<file path="config.mk">
export PLATFORM = sky130hd
export DESIGN_NAME = sram_arbiter
export DESIGN_NICKNAME = d
export VERILOG_FILES = /design/src/rtl/sram_arbiter.sv
export SDC_FILE = /design/constraint.sdc
export NUM_CORES = 1
export LEC_CHECK = 0
export BUFFER_PORTS_ARGS = -buffer_cell sky130_fd_sc_hd__buf_2
export CORE_AREA = 2 2 121 123
export CTS_CLUSTER_SIZE = 10
export DETAILED_ROUTE_END_ITERATION = 16
export DIE_AREA = 0 0 123 125
export PLACE_DENSITY = 0.72
export SYNTH_ARGS = -nofsm -noshare
export SYNTH_HDL_FRONTEND = slang
export SYNTH_SLANG_ARGS = --single-unit
export TNS_END_PERCENT = 10
</file>
<file path="constraint.sdc">
create_clock -name clk -period 2.4 [get_ports clk]
set_clock_uncertainty 0.15 [all_clocks]
set_input_delay 0.24 -clock clk [delete_from_list [all_inputs] [get_ports clk]]
set_output_delay 0.24 -clock clk [all_outputs]
set_load 0.02 [all_outputs]
</file>
<file path="src/rtl/sram_arbiter.sv">
// sram_arbiter: two-requester arbiter for a shared single-port SRAM with
// round-robin fairness, bounded lock bursts and registered per-requester read data.
module sram_arbiter #(
  parameter int BITS         = 32,
  parameter int ADRESS_WIDTH = 5,
  parameter int MAX_BURST    = 4
) (
  input  logic                    clk,
  input  logic                    rst_n,
  input  logic                    m0_req,
  input  logic                    m0_we,
  input  logic                    m0_lock,
  input  logic [ADRESS_WIDTH-1:0] m0_addr,
  input  logic [BITS-1:0]         m0_wdata,
  input  logic [BITS-1:0]         m0_mask,
  output logic                    m0_gnt,
  output logic [BITS-1:0]         m0_rdata,
  output logic                    m0_rvalid,
  input  logic                    m1_req,
  input  logic                    m1_we,
  input  logic                    m1_lock,
  input  logic [ADRESS_WIDTH-1:0] m1_addr,
  input  logic [BITS-1:0]         m1_wdata,
  input  logic [BITS-1:0]         m1_mask,
  output logic                    m1_gnt,
  output logic [BITS-1:0]         m1_rdata,
  output logic                    m1_rvalid,
  output logic                    sram_cen,
  output logic                    sram_wen,
  output logic [ADRESS_WIDTH-1:0] sram_adress,
  output logic [BITS-1:0]         sram_din,
  output logic [BITS-1:0]         sram_mask,
  input  logic [BITS-1:0]         sram_dout
);
  logic            last_q, last_d, lock_q, lock_d;
  logic [3:0]      cnt_q, cnt_d;
  logic            rv0_q, rv0_d, rv1_q, rv1_d;
  logic [BITS-1:0] rd0_q, rd0_d, rd1_q, rd1_d;
  logic            any, sel, locked;
  logic [1:0]      req;
  assign req = {m1_req, m0_req};
  // lock_q is only set when the previous cycle granted last_q with its lock high
  always_comb begin
    locked      = lock_q && (cnt_q < 4'(MAX_BURST)) && req[last_q];
    any         = rst_n && (|req);
    sel         = locked ? last_q : (&req ? ~last_q : m1_req);
    m0_gnt      = any && !sel;
    m1_gnt      = any && sel;
    sram_cen    = any;
    sram_wen    = any && (sel ? m1_we : m0_we);
    sram_adress = any ? (sel ? m1_addr : m0_addr) : '0;
    sram_din    = any ? (sel ? m1_wdata : m0_wdata) : '0;
    sram_mask   = any ? (sel ? m1_mask : m0_mask) : '1;
    last_d      = any ? sel : last_q;
    lock_d      = any && (sel ? m1_lock : m0_lock);
    cnt_d       = !any ? 4'd0 : (sel != last_q) ? 4'd1 : (&cnt_q) ? cnt_q : cnt_q + 4'd1;
    rv0_d       = m0_gnt && !m0_we;
    rv1_d       = m1_gnt && !m1_we;
    rd0_d       = rv0_d ? sram_dout : rd0_q;
    rd1_d       = rv1_d ? sram_dout : rd1_q;
  end
  always_ff @(posedge clk or negedge rst_n) begin
    if (!rst_n) begin
      last_q <= 1'b1;
      lock_q <= 1'b0;
      cnt_q  <= '0;
      rv0_q  <= 1'b0;
      rv1_q  <= 1'b0;
      rd0_q  <= '0;
      rd1_q  <= '0;
    end else begin
      last_q <= last_d;
      lock_q <= lock_d;
      cnt_q  <= cnt_d;
      rv0_q  <= rv0_d;
      rv1_q  <= rv1_d;
      rd0_q  <= rd0_d;
      rd1_q  <= rd1_d;
    end
  end
  assign m0_rvalid = rv0_q;
  assign m1_rvalid = rv1_q;
  assign m0_rdata  = rd0_q;
  assign m1_rdata  = rd1_q;
endmodule

</file>
==> impl_metrics.ini, run 1 <==
[drt]
antenna_left = 0
drt-total-wl_mm = 14.8
top_layer = met4
drt_pass1_iterations = 5
drt_iter0_markers = 180
viasPerCell = 4.83
dr_wl_met2_mm = 7.26
routedWlPerCell_um = 15.5
vias = 4623
wl_met3_mm = 1.16
wl_met1_mm = 6.03
drc_errors = 0

[timing]
max_slew.worst_pin.slew_ns = 0.767
slew_violations = 0
maxSlewHeadroom_pct = 48.9
setup_tns_ns = -2.65
hold_viol_final = 0
rsz0062_at_grt = true
layout_min_cycle_time_ns = 2.50
finalSetupViolCount = 35
fin_crit_sh_pct = 104
max_freq_mhz = 401
fin_ws_ns = -0.0959

[synthesis]
ys.flop_type = dfrtp_1
async_flop_share_pct = 100
syn_avg_cell_area_sq_um = 9.75
synthCells = 435
synth_nets = 614
ys_top_cells_by_area = dfrtp_1, mux2_1, nand2_1
syn-cell-area_sq_um = 4240
synth-seq-cells = 72
synth_cell_type_count = 31
synth_area_leader_cell = dfrtp_1
ys_seq_area_share_pct = 42.5
synth_top_area_share_pct = 41.9
ys_warn_count = 0
synth_edf_count = 0

[worst_setup_path]
crit_slowest_cell = dfrtp_1
end_kind = output port
arrival_ns = 2.11
path_max_fanout = 33
worst_setup_path_start_kind = register
path_cells = nor3b_4 > buf_6 > mux2i_4 > buf_4 > buf_12 > and3_1 > a211o_1 > buf_2
crit_path_start = lock_q$_DFF_PN0_
worstPathRequired_ns = 2.01
r2r-start = cnt_q[2]$_DFFE_PN0P_
max_stage_delay_ns = 0.38
crit_type = reg2out

[floorplanning]
row_count = 44
dieHeight_um = 125
die_x_um = 123
die-area_sq_um = 15400
core-area_sq_um = 14200
start_util_pct = 29.9
io_pins = 317

[pwr]
leakage_uw = 0.00366
ir_drop_v = 0.000341
p_sw_share_pct = 33.5
power_density_nw_per_um2 = 708
p_seq_share_pct = 32.2
intPower_uw = 3360
clkPwrFrac_pct = 29.9
p_total_uw = 5060
comb_power_share_pct = 38.0
p_sw_uw = 1700

[clocking]
cts_tree = built
cts_buffers = 9
clkLatencyLatePin_ns = 0.33
cts_max_level = 3
cts-root-buf = clkbuf_16
cts_sinks = 72
cts_buffer_depth = 2
path_clk_slew_ns = 0.05

[final_layout]
drive_gt1_share_pct = 51.2
final_cell_mix = buf_2, nand2_1, dfrtp_1
syn_to_final_growth_pct = 68.5
final_core_util_pct = 50.3
nNetsFinal = 946
final_common_cell = buf_2
final_area_sq_um = 7150

[placed_design]
place_ws_ns = 0.184
place_congestion = 0.817
postPlaceCellArea_sq_um = 6080
portBuffers = 316
post-dp-hpwl_mm = 10.8

[outcome]
violations = negative setup slack
outcome = finished with violations

[run]
max_cap_violations = 0

[grt]
grt_usage_pct = 18.3
grt_pass1_wl_mm = 22.4
grt_start_max_net_pins = 64
grt_overflow = 0
antenna_found_initial = 1
first_global_vias = 4376

[worst_hold_path]
min_path_type = in2reg
min_from = sram_dout[8]
metrics by stage:
step	std cells	hold WS, ns
finish	957	0.00556
global route	957	0.00428
CTS	955	0.0000521
detailed placement	908	-0.0384
global placement	908	-0.0360
floorplan	435	-0.206
final cells by class:
type	instances	area [sq um]
multi-input cells	319	2410
inverters	1	3.75
repair buffers	364	2350
clock inverters	6	115
clock buffers	10	229
fillers	1336	7060
diodes	1	2.50
flip-flops and latches	72	1800
well taps	184	230
power by group through the flow:
stage / Clock [uW] / Combinational (uW) / Sequential [uW]
finish: 1510 / 1920 / 1630
global route: 1620 / 2060 / 1670
CTS: 1560 / 1900 / 1630
detailed placement: 0 / 1730 / 1650
global placement: 0 / 1710 / 1630
floorplan: 0 / 653 / 2010
Yosys cell counts (2+ instances only):
cell       n
nand2_1   83
dfrtp_1   71
mux2_1    58
and2_1    40
o22ai_1   39
a211o_1   32
and3_1    32
clkbuf_1  32
mux2_2     7
buf_6      6
nor2_1     5
buf_2      4
a21oi_1    2
a31oi_1    2
mux2i_1    2
nand2b_1   2
nand3_1    2
nor2b_1    2
o21ai_0    2
worst max-delay path, delay by kind of cell (launching register included):
kind / cells / cell delay [ns]
buffers and inverters: 4 / 0.60
DFF: 1 / 0.38
and+or+nand+nor: 2 / 0.33
AOI/OAI and AO/OA: 1 / 0.27
muxes: 1 / 0.19
registers in the layout, indices dropped and copies added, names as in the netlist:
signal and cells:
m1_rvalid 1, m1_rdata 32, m0_rdata 32, m0_rvalid 1, lock_q 1, last_q 1, cnt_q 4
kinds of logic after synthesis:
kind of cell    share of synthesized area, %
flops                                   42.5
buf+inv                                 5.08
compound gates                          13.3
simple gates                            20.5
mux                                     18.1
fa+ha+maj                              0.295
xor+xnor                               0.207
what timing repair did:
item	CTS	global route
pin swaps	5	3
buffers inserted	5	0
hold buffers	23	1
cloned	3	0
endpoints found under the setup margin	70	102
endpoints found under the hold margin	44	1
gates resized for setup	71	29
path summary, 6_finish.rpt:
kind	end	depth (start not counted)	slack, ns
setup / recovery	sram_mask[25]	8	-0.1
max in group asynchronous	m0_rdata[20]$_DFFE_PN0P_	3	0.88
hold / removal	m1_rdata[8]$_DFFE_PN0P_	2	0.006
min in group asynchronous	cnt_q[2]$_DFFE_PN0P_	2	0.20
setup reg to reg	m1_rdata[7]$_DFFE_PN0P_	8	0
hold reg to reg	m1_rdata[15]$_DFFE_PN0P_	1	0.33
layer usage:
metal / vias up / track usage [%]
met4: 0 / 6.82
met5: - / 0
li1: 2215 / -
met3: 19 / 3.92
met1: 2161 / 22.7
met2: 228 / 31.1
(Power assumes the default switching activity.)
==> inputs of run 2 (changes only) <==
==> config.mk (replaced) <==
export PLATFORM = sky130hd
export DESIGN_NAME = sram_arbiter
export DESIGN_NICKNAME = d
export VERILOG_FILES = /design/src/rtl/sram_arbiter.sv
export SDC_FILE = /design/constraint.sdc
export NUM_CORES = 1
export LEC_CHECK = 0
export ABC_CLOCK_PERIOD_IN_PS = 2400
export CORE_AREA = 2 2 124 126
export CTS_BUF_LIST = sky130_fd_sc_hd__clkbuf_8
export CTS_CLUSTER_SIZE = 10
export DETAILED_ROUTE_END_ITERATION = 16
export DIE_AREA = 0 0 126 128
export DONT_BUFFER_PORTS = 1
export PLACE_DENSITY = 0.51
export SYNTH_ARGS = -nofsm -noshare
export SYNTH_HDL_FRONTEND = slang
export SYNTH_SLANG_ARGS = --single-unit
export TNS_END_PERCENT = 10
==> run 2 against run 1 <==
The run still ends with negative setup slack left. Critical path depth fell by 2. Non-clock buffer count fell by 315. Via count fell by 24%. Critical endpoint is now sram_mask[19].
==> impl_metrics.ini, run 2 (synthesized netlist as in run 1, its figures left out) <==
[worst_setup_path]
crit_path_start = cnt_q[2]$_DFFE_PN0P_
end_kind = output port
path_cells = nor3b_4 > buf_6 > mux2i_4 > nand2_2 > buf_12 > a211o_4
arrival_ns = 2.09
reg2reg_slack_ns = 0.09
worstPathRequired_ns = 2.01
r2r-start = cnt_q[2]$_DFFE_PN0P_
reg2reg_to = m1_rdata[28]$_DFFE_PN0P_
endpoint = sram_mask[19]
crit_slowest_cell = dfrtp_1
crit_type = reg2out
max_stage_delay_ns = 0.41
worst_setup_path_start_kind = register
path_max_fanout = 34
rr_worst_depth = 7

[outcome]
outcome = finished with violations
violations = negative setup slack

[timing]
maxSlewHeadroom_pct = 61.4
slew_violations = 0
fin_ws_ns = -0.0820
layout_min_cycle_time_ns = 2.48
finalSetupViolCount = 56
rsz0062_at_grt = true
hold_viol_final = 0
fin_crit_sh_pct = 103
setup_tns_ns = -2.66
max_freq_mhz = 403
max_slew.worst_pin.slew_ns = 0.579

[floorplanning]
io_pins = 317
row_count = 45
die_x_um = 126
core-area_sq_um = 14900
die-area_sq_um = 16100
start_util_pct = 28.5
dieHeight_um = 128

[final_layout]
final_core_util_pct = 36.1
fill_cells = 1461
nNetsFinal = 632
final_common_cell = nand2_1
drive_gt1_share_pct = 18.3
multi_input_area_sq_um = 2580
syn_to_final_growth_pct = 26.5
num_antenna_cells = 0
seq_area_sq_um = 1800
final_cell_mix = nand2_1, dfrtp_1, mux2_1

[clocking]
path_clk_slew_ns = 0.08
cts_max_level = 3
cts-root-buf = clkbuf_8
cts_sinks = 72
cts_buffer_depth = 2
cts_tree = built
cts_buffers = 9
clkLatencyLatePin_ns = 0.33

[grt]
grt_start_max_net_pins = 80
grt_pass1_wl_mm = 19.3
first_global_vias = 3378
met2_usage_pct = 25.8
antenna_found_initial = 0
grt_usage_pct = 15.1
groute.layer.met3.usage_pct = 4.38
grt_overflow = 0
top_usage_layer = met2
met1_usage_pct = 18.5

[worst_hold_path]
min_path_type = in2reg

[pwr]
power_density_nw_per_um2 = 725
ir_drop_v = 0.000232
leakage_uw = 0.00226

[drt]
vias = 3527
drc_errors = 0
viasPerCell = 5.46
antenna_left = 0
drt-total-wl_mm = 13.5
drt_iter0_markers = 145
drt_pass1_iterations = 6
routedWlPerCell_um = 21.0

[placed_design]
post-dp-hpwl_mm = 9.18
place_ws_ns = 0.00673
place_congestion = 0.782
portBuffers = 0

[run]
max_cap_violations = 0
[run 2: cell count changes in the layout (fill, tap and decap cells not counted), sizes merged, moves of 2 or more]
cell         change
bufinv           -3
buf            -326
clkbuf           +2
dlygate4sd3     +10
[run 2: stage by stage]
step	hold slack, ns	instance area (sq um)	instances	power, uW
6_report	0.0388	5370	646	3890
4_1_cts	0.00618	5230	643	3900
3_5_place_dp	-0.204	4410	590	2840
2_1_floorplan	-0.206	4240	435	2660
5_1_grt	0.00995	5370	646	4110
3_3_place_gp	-0.203	4410	590	2790
[run 2: area by class of cell]
cell class                 count  area share [%]
clock buffer                  11            2.82
timing repair buffer          49            10.2
tap                          188            4.38
multi-input combinational    320            48.2
clock inverter                 5           0.723
sequential                    72            33.6
inverter                       1          0.0700
[run 2: worst min-delay path by stage]
stage | startpoint | end | cells after the start
finish | m0_we | m0_rvalid$_DFF_PN0_ | 2
global placement | rst_n | m0_rdata[28]$_DFFE_PN0P_ | 0
CTS | m0_we | m0_rvalid$_DFF_PN0_ | 2
global route | m0_we | m0_rvalid$_DFF_PN0_ | 2
floorplan | rst_n | cnt_q[0]$_DFFE_PN0P_ | 0
detailed placement | rst_n | m1_rdata[27]$_DFFE_PN0P_ | 0
[run 2: what timing repair did]
action	in CTS	in global routing
cloned	1	1
hold buffers	35	0
setup endpoints to repair	72	72
setup buffers	1	2
gates resized for setup	36	14
hold endpoints to repair	138	0
pin swaps	25	7
[run 2: routing by layer]
layer	vias up	share of wire, %
li1	1576	-
met1	1748	40
met2	189	51
met3	14	8.2
met4	0	1.8
met5	-	0
[run 2: critical path, delay by kind of cell, from the launching register on]
kind	cells	cell delay, ns
compound gates	1	0.39
buf+inv	2	0.37
flops	1	0.41
mux	1	0.28
simple gates	2	0.30
[run 2: where the power goes]
part	switching (uW)	total, uW	internal (uW)
sequential	552	2050	1500
clock	450	889	439
combinational	508	953	445
total	1510	3890	2380
